--- src/rtl/keep_pkg.sv ---
// Shared constants for the denomination decoder: word values, LED patterns
// and the controller state encoding.
package keep_pkg;

    localparam logic [10:0] VAL_C0 = 11'd5;
    localparam logic [10:0] VAL_C1 = 11'd10;
    localparam logic [10:0] VAL_C2 = 11'd15;
    localparam logic [10:0] VAL_C3 = 11'd20;

    // LED patterns are ordered {LED2, LED1, LED0}
    localparam logic [2:0] LED_C0  = 3'b001;
    localparam logic [2:0] LED_C1  = 3'b010;
    localparam logic [2:0] LED_C2  = 3'b100;
    localparam logic [2:0] LED_C3  = 3'b011;
    localparam logic [2:0] LED_OFF = 3'b000;

    typedef enum logic [1:0] {
        ST_IDLE = 2'd0,
        ST_SHOW = 2'd1,
        ST_ERR  = 2'd2
    } state_e;

endpackage

--- src/rtl/keep_value_decode.sv ---
// Combinational map from an 11-bit denomination word to its selection code
// and LED pattern; anything outside the four denominations is illegal.
module keep_value_decode
    import keep_pkg::*;
(
    input  logic [10:0] value_i,
    output logic        legal_o,
    output logic [1:0]  code_o,
    output logic [2:0]  led_o
);

    always_comb begin
        legal_o = 1'b1;
        code_o  = '0;
        led_o   = LED_OFF;
        case (value_i)
            VAL_C0: begin code_o = 2'd0; led_o = LED_C0; end
            VAL_C1: begin code_o = 2'd1; led_o = LED_C1; end
            VAL_C2: begin code_o = 2'd2; led_o = LED_C2; end
            VAL_C3: begin code_o = 2'd3; led_o = LED_C3; end
            default: legal_o = 1'b0;
        endcase
    end

endmodule

--- src/rtl/keep_decode.sv ---
// Receive-side denomination decoder: handshake accept, code/LED indication
// held for HOLD_CYCLES, error blink, and a saturating running total.
module keep_decode
    import keep_pkg::*;
#(
    parameter int unsigned HOLD_CYCLES = 8,
    parameter int unsigned TOTAL_W     = 16
) (
    input  logic               clk,
    input  logic               rst_n,
    input  logic               in_valid,
    input  logic [10:0]        in_value,
    output logic               in_ready,
    input  logic               clr_total,
    output logic [1:0]         code,
    output logic               code_valid,
    output logic               err,
    output logic               LED0,
    output logic               LED1,
    output logic               LED2,
    output logic [TOTAL_W-1:0] total
);

    localparam int unsigned CNT_W = (HOLD_CYCLES > 1) ? $clog2(HOLD_CYCLES) : 1;
    localparam logic [CNT_W-1:0] CNT_LOAD = CNT_W'(HOLD_CYCLES - 1);

    state_e             state_q, state_d;
    logic [CNT_W-1:0]   cnt_q, cnt_d;
    logic [1:0]         code_q, code_d;
    logic               code_valid_q, code_valid_d;
    logic               err_q, err_d;
    logic [2:0]         led_q, led_d;
    logic [TOTAL_W-1:0] total_q, total_d;

    logic               dec_legal;
    logic [1:0]         dec_code;
    logic [2:0]         dec_led;
    logic               accept;
    logic [TOTAL_W:0]   sum;

    keep_value_decode u_value_decode (
        .value_i (in_value),
        .legal_o (dec_legal),
        .code_o  (dec_code),
        .led_o   (dec_led)
    );

    assign in_ready = (state_q != ST_ERR);
    assign accept   = in_valid && in_ready;
    // One extra bit so a carry out of the total can be detected and clamped
    assign sum      = {1'b0, total_q} + (TOTAL_W + 1)'(in_value);

    always_comb begin
        state_d      = state_q;
        cnt_d        = cnt_q;
        code_d       = code_q;
        code_valid_d = 1'b0;
        err_d        = 1'b0;
        total_d      = total_q;
        led_d        = LED_OFF;

        if (accept && dec_legal) begin
            state_d      = ST_SHOW;
            cnt_d        = CNT_LOAD;
            code_d       = dec_code;
            code_valid_d = 1'b1;
            total_d      = sum[TOTAL_W] ? '1 : sum[TOTAL_W-1:0];
        end else if (accept) begin
            state_d = ST_ERR;
            cnt_d   = CNT_LOAD;
            err_d   = 1'b1;
        end else if (state_q != ST_IDLE) begin
            if (cnt_q == '0) begin
                state_d = ST_IDLE;
            end else begin
                cnt_d = cnt_q - 1'b1;
            end
        end

        if (clr_total) begin
            total_d = '0;
        end

        // LEDs are computed from the next state so they are plain flops
        case (state_d)
            ST_SHOW: led_d = (accept && dec_legal) ? dec_led : led_q;
            ST_ERR:  led_d = {3{cnt_d[0]}};
            default: led_d = LED_OFF;
        endcase
    end

    always_ff @(posedge clk or negedge rst_n) begin
        if (!rst_n) begin
            state_q      <= ST_IDLE;
            cnt_q        <= '0;
            code_q       <= '0;
            code_valid_q <= 1'b0;
            err_q        <= 1'b0;
            led_q        <= LED_OFF;
            total_q      <= '0;
        end else begin
            state_q      <= state_d;
            cnt_q        <= cnt_d;
            code_q       <= code_d;
            code_valid_q <= code_valid_d;
            err_q        <= err_d;
            led_q        <= led_d;
            total_q      <= total_d;
        end
    end

    assign code       = code_q;
    assign code_valid = code_valid_q;
    assign err        = err_q;
    assign LED0       = led_q[0];
    assign LED1       = led_q[1];
    assign LED2       = led_q[2];
    assign total      = total_q;

endmodule

--- config.mk ---
export PLATFORM = sky130hd
export DESIGN_NAME = keep_decode
export DESIGN_NICKNAME = d
export VERILOG_FILES = /design/src/rtl/keep_pkg.sv /design/src/rtl/keep_value_decode.sv /design/src/rtl/keep_decode.sv
export SDC_FILE = /design/constraint.sdc
export NUM_CORES = 1
export LEC_CHECK = 0
export ABC_AREA = 1
export CORE_ASPECT_RATIO = 2
export CORE_MARGIN = 10
export CORE_UTILIZATION = 30
export CTS_CLUSTER_SIZE = 16
export DETAILED_ROUTE_END_ITERATION = 10
export GPL_TIMING_DRIVEN = 0
export SLEW_MARGIN = 10
export SYNTH_ARGS = -nofsm -noshare
export SYNTH_HDL_FRONTEND = slang
export SYNTH_SLANG_ARGS = --single-unit
export TNS_END_PERCENT = 50
--- constraint.sdc ---
create_clock -name clk -period 2.3 [get_ports clk]
set_input_delay 0.23 -clock clk [delete_from_list [all_inputs] [get_ports clk]]
set_output_delay 0.23 -clock clk [all_outputs]
set_load 0.02 [all_outputs]
==> run metrics <==
status=finished, violations left; failing checks=negative hold slack; initial antenna violation count=0; DIE AREA=approximately 12000 um2; post-layout util=around 40%; FMAX=463 MHz; Synth Area in Compound Gates=3.85%; final net count=around 440; DRC Markers=0; largest family of logic cells by synthesized area=simple AND/OR/NAND/NOR gates; dominant synthesized flop cell=dfrtp_1; crit end category=flop; Clock Sinks=28; largest net degree at the start of global routing=29; # IOs=39; Detailed Place HPWL=5550 um; crit share post-route=94.0%; CP required=~2.5 ns; routability cong.=0.914; setup TNS=0 ns; Slew headroom=between 50% and 60%; Starting Density=between 30% and 40%; DR WL/cell=between 10 and 15 um; Final ANT Viol Nets=0; final worst path period need=around 2.2 ns; CP Data Arrival Time=approximately 2.3 ns; Non-Filler Instances=498; Via Count=around 2.3k; placed cell area=roughly 2800 um2; multiplexer area fraction after synthesis=0%; number of detailed-routing iterations run before antenna repair=4; synthesized net count=390; clock skew=approximately 0.0023 ns; Worst-Margin Slew=about 0.68 ns; # rows=45; Seq/Total Area, Yosys=a little under a third; Critical Path Source Type=primary input; Final Hold Viols=17; gr usage total=about an eighth; EDFF count, synth=0; total CTS buffers=3; Mapped Area=around 2300 um2; Max VDD drop=approximately 290 uV; Slew Limit Fails=0; xor and xnor area share after synthesis=about 2.7%; grt total ovfl=0; Root Driver=clkbuf_16; I/O Buffers=38; Pleak=1.69 nW; share of cells above drive strength 1=6.44%; # diodes=0; Yosys warnings=0; HP Class=primary input to async pin; async set-reset flop share out of synthesis=between 90% and 100%; die height=roughly 140 um; Final Setup Violations=0; Post-Place Cells=about 490; final WL=approximately 7000 um; Clock Path Buffers=2; TritonCTS clock tree=built; FF+latch count, synth=28; hold_ws=-0.00851 ns; PwrDens=approximately 530 nW/um2; post-synthesis adder-cell area fraction=approximately 8.5%; Mapped Cells=360; area grow syn2layout=27.4%; Avg Cell Area, Syn=around 6.4 um2; CP Class=primary input to flop; core area=~7500 um2; crit-path max FO=7; initial DRC count=between 100 and 150; area share of and/or/nand/nor cells after synthesis=~44%; Max Cap Violations=0; Worst-Skew Late Latency=between 0.2 and 0.3 ns; Finished Cell Area=approximately 3000 um2; via density per instance=between 4 and 5; Synth cell types=26; clk slew on worst S/H paths=0.08 ns; number of global-route vias before repair=2339; Die Span X=82.0 um; wire length of the first global-routing pass=about 11000 um; # H-tree levels=1
## power breakdown
part	total (mW)	switching (mW)	internal, mW
Sequential	0.593	0.0382	0.555
Combinational	0.432	0.260	0.172
Clock	0.543	0.195	0.348
Total	1.57	0.493	1.07
## state kept, by name, indices dropped and copies added, names as in the netlist
register	flops
code_valid	1
total	16
err	1
state_q	2
cnt_q	3
code	2
led_q	3
## worst paths after layout
kind,slack [ns],from,endpoint,cells after the start
hold / removal,-0.009,rst_n,code[0],1
setup reg to reg,0.20,total[0],total[14],11
hold reg to reg,0.48,cnt_q[2],cnt_q[2],2
setup / recovery,0.14,in_value[3],led_q[2],15
max in group asynchronous,1.87,rst_n,total[0],1
min in group clk,0.48,cnt_q[2],cnt_q[2],2
## Yosys cell counts, types with 3 or more instances
cell type  number  area [um2]
nand3_1        45         225
nor2_1         28         105
nand2_2         4        25.0
nand2_1       139         522
a21oi_1        10        50.1
nand3_2         3        30.0
nor3_1          6        30.0
ha_1           14         175
inv_1          56         210
xnor2_1         5        43.8
o21ai_0         3        15.0
dfrtp_1        28         701
## placed cells by master (no fill, tap or decap), drive strengths merged
| cell type | instances |
|---|---|
| a21oi | 10 |
| buf | 7 |
| o21ai | 4 |
| dfrtp | 28 |
| ha | 14 |
| inv | 56 |
| fa | 1 |
| a21o | 1 |
| a21boi | 1 |
| clkbuf | 4 |
| nor2 | 32 |
| clkdlybuf4s50 | 33 |
| xnor2 | 5 |
| bufinv | 1 |
| nand3 | 48 |
| dlygate4sd2 | 1 |
| nor3 | 6 |
| xor2 | 2 |
| and2 | 1 |
| dlymetal6s2s | 3 |
| nand4 | 2 |
| nand2 | 144 |
## worst max-delay path, stage by stage
cell and delay (ns):
clkdlybuf4s50_1 0.57, inv_1 0.06, nand2_1 0.11, nor2_1 0.09, o21ai_2 0.15, nand3_2 0.11, nand2_4 0.15, inv_1 0.10
nor2_1 0.15, inv_1 0.10, ha_1 0.22, nand3_1 0.11, a21oi_1 0.08, nand2_1 0.06, nand2_1 0.04
## kinds of logic after synthesis
kind of cell / Yosys count
xor+xnor: 7
buf+inv: 61
simple gates: 233
compound gates: 16
fa+ha+maj: 15
flops: 28
## routing by layer
metal  global-route usage, %  vias to the layer above  wire (um)
met5                       0                        -          0
met4                    6.40                        0        252
met2                    24.0                       45       4030
met3                    1.80                       12        301
met1                    11.2                     1065       2380
li1                        -                     1204          -
## repair_timing
item	in CTS	in global routing
buffers inserted	0	2
endpoints found under the hold margin	0	0
hold buffers	0	0
setup endpoints to repair	10	13
pin swaps	0	1
resized for setup	1	6
## per-stage QoR
stage          worst slack [ns]  power [mW]  hold slack [ns]
2_1_floorplan             0.312       0.868          -0.0656
6_report                  0.139        1.57         -0.00851
3_5_place_dp             -0.382        1.05            0.312
4_1_cts                  0.0637        1.59           0.0141
3_3_place_gp             -0.371        1.04            0.457
5_1_grt                -0.00145        1.67           0.0430
## cell type report
type                    count  area, um2
multi-input cells         271       1370
fillers                   831       4600
inverters                  56        210
flip-flops and latches     28        701
well taps                  94        118
clock inverters             1       30.0
clock buffers               3       75.1
repair buffers             40        397
plain buffers               5       41.3
(Power assumes the default switching activity.)
==> RTL edit, RTL diff (config.mk and constraints unchanged) <==
Make the reset (`rst_n`) synchronous in one clocked block.
--- a/src/rtl/keep_decode.sv
+++ b/src/rtl/keep_decode.sv
@@ -89,7 +89,7 @@
         endcase
     end
 
-    always_ff @(posedge clk or negedge rst_n) begin
+    always_ff @(posedge clk) begin
         if (!rst_n) begin
             state_q      <= ST_IDLE;
             cnt_q        <= '0;
Formal check against the unedited RTL: differs if rst_n is asserted again (counterexample within 4 cycles, from zero or initial values and one cycle with rst_n low); with rst_n held inactive, the same outputs for 10 cycles.
==> RTL edit against the original RTL <==
Core utilization is 0.68 points higher. Wire length fell by 7.4%. Synthesized area fell by 3.7%. Sequential cell count unchanged. Sequential share of layout area is 4.4 points lower. Worst setup slack improved by 0.060 ns. Design area is 2.0% lower. Highest routed layer unchanged.
Power is not compared: it rests on default switching activity, and its combinational part moved more than twofold at a synthesized area within 25%.
==> RTL edit: results (changes against the original RTL) <==
[power]
power_frac_seq_pct = 41.3

[synth]
synth.area.top_cells = dfxtp_1 25%, nand2_1 20%, inv_1 8.4%
synth_cell_type_count = 32  ; +23%
ys_warn_count = 0  ; unchanged
synth-seq-area-share_pct = 25.23  ; -5.1 points
synthTopCellsByCount = 119 x nand2_1, 50 x inv_1, 36 x nor2_1
syn_inst = 357  ; -0.83%
syn-num-nets = 387  ; -0.77%
ys.flop_type = dfxtp_1
synth_async_sr_flop_share_pct = 0  ; -100 points

[sta]
post-route-min-period_ns = 2.101  ; -0.05960 ns
whs_ns = 0.4688  ; +0.4773 ns
skew_ns = 0.003434  ; +0.001135 ns

[finish]
finalNonFillerCells = 494  ; -0.80%
seqCellArea_um2 = 560.5  ; -20%
drive_above_1_share_pct = 11.69  ; +5.3 points
multiInputGateArea_mm2 = 0.001435  ; +4.8%
fin_nets = 433  ; -0.46%
buf_share_pct = 14.89  ; about the same
clockNetworkAreaShare_pct = 3.647  ; +0.073 points
largest_reg_flops = 16  ; unchanged
multi_input_cells = 266  ; -1.8%
areaGrowthSynthToFinish_pct = 29.67
seq_cells = 28  ; unchanged
fillerInstances = 812  ; -2.3%
nNonClkBuffers = 43  ; -4.4%
inverters = 61  ; +8.9%

[critical_path]
worstSetupEndpoint = led_q[2]
r2r-end = total[10]
crit_start = in_value[7]
cp_slowest_stage_delay_ns = 0.48  ; -0.09 ns
arrival_ns = 2.31  ; -0.02 ns
crit_fanout = 9  ; +2
crit_family = simple AND/OR/NAND/NOR gates
timing.rr.start = total[0]
worstRegToRegCells = 10  ; -1
critPathSlowestCell = clkdlybuf4s50_1

[global_route]
grtUsageMet2_pct = 23.57  ; -0.46 points
first_global_vias = 2278  ; -2.6%
grt_start_max_net_pins = 17  ; -41%
grtUsageTotal_pct = 11.74  ; -0.47 points
met1_usage_pct = 10.28  ; -0.89 points
met3_usage_pct = 1.709  ; -0.095 points
grt_pass1_wl_mm = 10.51  ; -5.2%

[status]
status = finished clean

[placed_design]
place_ws_ns = -0.3192  ; +0.06299 ns
routabilityCongestion = 0.8227  ; -10%
place_hpwl_mm = 5.373  ; -3.2%

[routing]
drtIter0Drc = 102  ; -5.6%
drt-met1-wl_mm = 2.218  ; -6.9%
vias_per_cell = 4.573  ; -2.1%
met2WireLength_mm = 3.815  ; -5.4%
post_drt_wl_per_cell_um = 13.05  ; -6.7%
met3WireLength_um = 219  ; -27%

[floorplan]
die-area_mm2 = 0.01146  ; -3.0%

[min_path]
hold_class = reg -> reg

==> RTL edit: how the worst min path moves through the flow <==
stage / start / endpoint / cells past startpoint
floorplan: rst_n / code[0] / 2
global placement: code[0] / code[0] / 2
detailed placement: code[0] / code[0] / 2
CTS: code[0] / code[0] / 2
global route: code[0] / code[0] / 2
finish: code[0] / code[0] / 2
==> RTL edit: what timing repair did <==
item	in CTS	in global routing
gates resized for setup	1	13
pin swaps	0	4
buffers inserted	0	3
cloned	0	0
endpoints found under the setup margin	1	13
hold endpoints to repair	0	0
==> RTL edit: cells by family (layout without fill, tap and decap cells) <==
group	after synthesis	after routing	synth area share, %
AO/OA/AOI/OAI	34	34	9.517
XOR/XNOR	9	9	3.547
adder cells (fa/ha/maj)	15	15	8.784
buffers and inverters	63	108	11.09
flip-flops	28	28	25.23
AND/OR/NAND/NOR	208	208	41.84
